--- config.mk ---
export PLATFORM = sky130hd
export DESIGN_NAME = alu_sched_2req
export DESIGN_NICKNAME = d
export VERILOG_FILES = /design/src/rtl/alu_sched_2req.sv
export SDC_FILE = /design/constraint.sdc
export NUM_CORES = 1
export LEC_CHECK = 0
export ABC_CLOCK_PERIOD_IN_PS = 2450
export BUFFER_PORTS_ARGS = -buffer_cell sky130_fd_sc_hd__buf_2
export CORE_AREA = 2 2 68 70
export CTS_CLUSTER_DIAMETER = 30
export CTS_CLUSTER_SIZE = 25
export DETAILED_ROUTE_END_ITERATION = 16
export DIE_AREA = 0 0 70 72
export PLACE_DENSITY = 0.78
export RECOVER_POWER = 25
export REMOVE_ABC_BUFFERS = 1
export SLEW_MARGIN = 40
export SYNTH_ARGS = -nofsm -noshare
export SYNTH_HDL_FRONTEND = slang
export SYNTH_SLANG_ARGS = --single-unit
--- constraint.sdc ---
create_clock -name clk -period 2.45 [get_ports clk]
set_clock_uncertainty 0.05 [all_clocks]
set_input_delay 0.245 -clock clk [delete_from_list [all_inputs] [get_ports clk]]
set_output_delay 0.245 -clock clk [all_outputs]
set_load 0.03 [all_outputs]
--- src/rtl/alu_sched_2req.sv ---
// Two-requester round-robin scheduler in front of a shared registered ALU.
// One operation in flight at a time: IDLE (grant/issue) -> WAIT (ALU latency) -> RESP.
// Optional macro ALU_SCHED_ERR_EN: adds rsp_err and rejects undefined ops and
// divide-by-zero without issuing them to the ALU.
module alu_sched_2req #(
  parameter int unsigned DATA_W  = 8,
  parameter int unsigned RES_W   = 16,
  parameter int unsigned OP_W    = 4,
  parameter int unsigned ALU_LAT = 1
) (
  input  logic              clk,
  input  logic              nreset,
  input  logic              req0_valid,
  output logic              req0_ready,
  input  logic [DATA_W-1:0] req0_a,
  input  logic [DATA_W-1:0] req0_b,
  input  logic [OP_W-1:0]   req0_op,
  input  logic              req1_valid,
  output logic              req1_ready,
  input  logic [DATA_W-1:0] req1_a,
  input  logic [DATA_W-1:0] req1_b,
  input  logic [OP_W-1:0]   req1_op,
  output logic              rsp_valid,
  input  logic              rsp_ready,
  output logic              rsp_id,
  output logic [RES_W-1:0]  rsp_result,
  output logic              rsp_borrow,
  output logic [DATA_W-1:0] alu_u_a,
  output logic [DATA_W-1:0] alu_u_b,
  output logic [OP_W-1:0]   alu_op,
  input  logic [RES_W-1:0]  alu_u_result,
  input  logic              alu_borrow,
`ifdef ALU_SCHED_ERR_EN
  output logic              rsp_err,
`endif
  output logic              busy
);

  localparam int unsigned CNT_W = (ALU_LAT < 2) ? 1 : $clog2(ALU_LAT + 1);

  typedef enum logic [1:0] {StIdle, StWait, StResp} state_e;

  state_e            state;
  logic              rr_ptr;    // last granted requester; the other one wins a tie
  logic [CNT_W-1:0]  wait_cnt;
  logic              grant0;
  logic              grant1;
  logic              accept;
  logic [DATA_W-1:0] sel_a;
  logic [DATA_W-1:0] sel_b;
  logic [OP_W-1:0]   sel_op;
`ifdef ALU_SCHED_ERR_EN
  logic              op_bad;
`endif

  // Round-robin grant, only offered in IDLE and out of reset
  always_comb begin
    grant0 = 1'b0;
    grant1 = 1'b0;
    if (nreset && (state == StIdle)) begin
      if (req0_valid && req1_valid) begin
        grant0 = rr_ptr;
        grant1 = ~rr_ptr;
      end else begin
        grant0 = req0_valid;
        grant1 = req1_valid;
      end
    end
  end

  assign req0_ready = grant0;
  assign req1_ready = grant1;
  assign accept     = grant0 | grant1;
  assign busy       = (state != StIdle);

  // Payload of the granted requester
  always_comb begin
    sel_a  = grant1 ? req1_a  : req0_a;
    sel_b  = grant1 ? req1_b  : req0_b;
    sel_op = grant1 ? req1_op : req0_op;
  end

`ifdef ALU_SCHED_ERR_EN
  // Undefined opcodes (0111, 11xx) and divide by zero are answered without the ALU
  always_comb begin
    op_bad = (sel_op == OP_W'(4'b0111)) || (sel_op[3:2] == 2'b11) ||
             ((sel_op == OP_W'(4'b1010)) && (sel_b == '0));
  end
`endif

  // Scheduler FSM with registered ALU operands and response
  always_ff @(posedge clk) begin
    if (!nreset) begin
      state      <= StIdle;
      rr_ptr     <= 1'b1;
      wait_cnt   <= '0;
      alu_u_a    <= '0;
      alu_u_b    <= '0;
      alu_op     <= '0;
      rsp_valid  <= 1'b0;
      rsp_id     <= 1'b0;
      rsp_result <= '0;
      rsp_borrow <= 1'b0;
`ifdef ALU_SCHED_ERR_EN
      rsp_err    <= 1'b0;
`endif
    end else begin
      unique case (state)
        StIdle: begin
          if (accept) begin
            rr_ptr <= grant1;
            rsp_id <= grant1;
`ifdef ALU_SCHED_ERR_EN
            rsp_err <= op_bad;
            if (op_bad) begin
              rsp_valid  <= 1'b1;
              rsp_result <= '0;
              rsp_borrow <= 1'b0;
              state      <= StResp;
            end else begin
`endif
              alu_u_a  <= sel_a;
              alu_u_b  <= sel_b;
              alu_op   <= sel_op;
              wait_cnt <= CNT_W'(ALU_LAT);
              state    <= StWait;
`ifdef ALU_SCHED_ERR_EN
            end
`endif
          end
        end
        StWait: begin
          if (wait_cnt == '0) begin
            rsp_result <= alu_u_result;
            rsp_borrow <= alu_borrow;
            rsp_valid  <= 1'b1;
            state      <= StResp;
          end else begin
            wait_cnt <= wait_cnt - CNT_W'(1);
          end
        end
        StResp: begin
          if (rsp_ready) begin
            rsp_valid <= 1'b0;
            state     <= StIdle;
          end
        end
        default: state <= StIdle;
      endcase
    end
  end

endmodule

==> flow_summary_export.csv <==
group,metric,value,unit
synthesis,synth_flop_cell,"dfxtp_1",
detailed_routing,routedWlPerCell,13.7,um
power,p_sw_share,31.0,%
clock_network,cts_tree,"built",
grt,antenna_found_initial,0,
clock_network,cts_sinks,43,
placed_design,gp_congestion,0.797,
detailed_routing,route.detailed.drc,0,
clock_network,cts_buffer_depth,2,
detailed_routing,drt_iter0_drc,92,
final_layout,num-nets-final,383,
grt,grt_overflow,0,
die,rows,24,
timing,fmax,500,MHz
timing,drv_slew,0,
grt,grt_use_total,20.0,%
synthesis,synth_top_cell_by_area,"dfxtp_1",
die,die_h,72,um
clock_network,cts-root-buf,"clkbuf_8",
clock_network,clk_latency,290,ps
timing,finalSetupViolCount,0,
timing,fin_tns_setup,0,ps
final_layout,area_delta_synth_final,30.2,%
setup_path,cp.required,2150,ps
timing,tightest_slew,637,ps
grt,grt_max_degree,42,
power,power_frac_comb,23.4,%
synthesis,synth.distinct_cells,26,
synthesis,yosys_warnings,0,
power,p_sw,550,uW
synthesis,yosys-top-cells-count,"dfxtp_1, a21oi_1, nand2_1",
setup_path,worstSetupStartpointType,"flop",
power,power.internal,1.22,mW
grt,grt_pass1_wl,8160,um
setup_path,path_buf_inv,1,
detailed_routing,first_pass_iters,4,
placed_design,post-dp-hpwl,3470,um
setup_path,max_stage_delay,560,ps
timing,rsz0062_at_grt,"no",
synthesis,synth_area_leaders,"dfxtp_1, a21oi_1, a311oi_1, nand2_1, nand3_1",
detailed_routing,ant_nets,0,
synthesis,avgSynthCellArea,8.33,um^2
clock_network,ctsHoldBuffers,0,
power,leakagePower,1.03,nW
clock_network,cts_resized,0,
clock_network,cts_inserted_buffers,5,
final_layout,n_antenna_cell,0,
min_path,hold_path_class,"in2reg",
final_layout,layout-drive-gt1-share,32.3,%
setup_path,critPathKind,"reg2out",
setup_path,cp.arrival,1700,ps
power,p_seq_share,44.6,%
synthesis,syn_area,0.00190,mm^2
synthesis,synthArstFlopShare,0,%
setup_path,critPathCaptureType,"output port",
setup_path,crit_fanout,23,
setup_path,path_delay_family,"simple AND/OR/NAND/NOR gates",
detailed_routing,drt-vias-per-instance,5.35,
placed_design,port_buffers,103,
timing,slew_headroom,57.6,%
power,power_density,717,mW/mm^2
grt,grt_pass1_vias,1815,
detailed_routing,vias,2001,
clock_network,clkTransAtPathRegs,80,ps
synthesis,syn_inst,228,
setup_path,slowest_stage,"or3b_4",
final_layout,fin_util,58.0,%
timing,min_period_over_period,81.6,%
clock_network,h-tree-depth,2,
flow_run,drv_cap,0,
power,clkPwrFrac,32.0,%
die,die-area,0.00504,mm^2
timing,post-route-min-period,2000,ps
die,die_x,70,um
synthesis,synth_top_area_share,45.3,%
timing,final_hold_viol_count,0,
detailed_routing,finalWirelength,5110,um
synthesis,yosysMostFrequentCell,"dfxtp_1",
power,vdd_drop_max,0.263,mV
die,ios,104,
die,core-area,0.00426,mm^2
synthesis,synth-seq-cells,43,
synthesis,synth_edf_count,0,
clock_network,cts_setup_buffers,0,
status,status,"finished, final reports clean",
setup_path,worstPathCellList,"or3b_4 > nor3_1 > buf_2",
synthesis,ys_seq_area_share,45.3,%
die,initial_utilization,44.5,%
[through the flow]
step	std cells	setup slack, ps	area (um^2)	hold WS [ps]	total power [mW]
final	374	451	2470	123	1.77
after global routing	374	360	2470	129	1.86
after CTS	374	432	2500	108	1.80
after detailed placement	366	767	2380	394	1.23
after global placement	366	779	2380	389	1.22
after floorplan	206	424	1760	267	1.07
[state kept, by name, summed over array words and instances (netlist names)]
signal and flops:
rsp_valid 1, wait_cnt 1, state 2, rsp_result 16
rsp_borrow 1, rsp_id 1, rr_ptr 1, alu_u_a 8
alu_u_b 8, alu_op 4
[worst paths after layout]
path	from	end	slack, ps	depth (start not counted)
worst max-delay path	state[1]	req0_ready	450	3
worst min-delay path	nreset	rr_ptr	120	2
worst max register to register	state[1]	wait_cnt	780	4
worst min register to register	rsp_result[2]	rsp_result[2]	410	2
[worst reg2reg max path: cells and delay by family, from the launching register on]
family                 cells  cell delay (ps)
AOI/OAI and AO/OA          1              200
buffers and inverters      1              200
DFF                        1              440
and+or+nand+nor            2              730
[cell families after synthesis]
group,synth area share [%]
AO/OA/AOI/OAI,27.9
buffers and inverters,8.37
flip-flops,45.3
AND/OR/NAND/NOR,18.4
[metal layers]
layer  part of all wire (%)  up-vias  global-route usage, %
met5                      0        -                      0
met4                   0.37        0                   4.49
met3                    9.1        2                   6.94
met2                     47       95                   33.9
met1                     43      898                   24.8
li1                       -     1006                      -
[cell usage in the layout (no fill, tap or decap)]
cell / instances
or2_2: 2
a21oi_1: 39
inv_1: 5
clkinv_2: 1
o221a_1: 1
a21bo_1: 1
buf_2: 83
dfxtp_1: 43
clkbuf_8: 6
a21oi_2: 1
o21ai_0: 4
bufinv_16: 1
nor2_2: 1
nor2b_1: 1
nor3b_4: 2
a21boi_2: 1
nand3_1: 22
or3b_1: 1
a22oi_1: 1
clkbuf_1: 20
a311oi_1: 20
buf_4: 5
nor3_1: 2
nor2_1: 2
or3b_4: 1
nand2_1: 37
o21ai_1: 19
[cell type report]
class                   instances  area (um^2)
repair buffers                108          528
flip-flops and latches         43          861
fillers                       411         1790
multi-input cells             158          883
clock inverters                 2         35.0
inverters                       5         18.8
well taps                      52         65.1
clock buffers                   6         82.6
[power groups by stage]
stage | combinational, mW | sequential, mW | clock (mW)
floorplan | 0.169 | 0.900 | 0
global placement | 0.419 | 0.805 | 0
detailed placement | 0.423 | 0.805 | 0
CTS | 0.423 | 0.790 | 0.586
global route | 0.452 | 0.798 | 0.609
finish | 0.415 | 0.791 | 0.568
No activity file was read; power rests on OpenSTA's default activity.
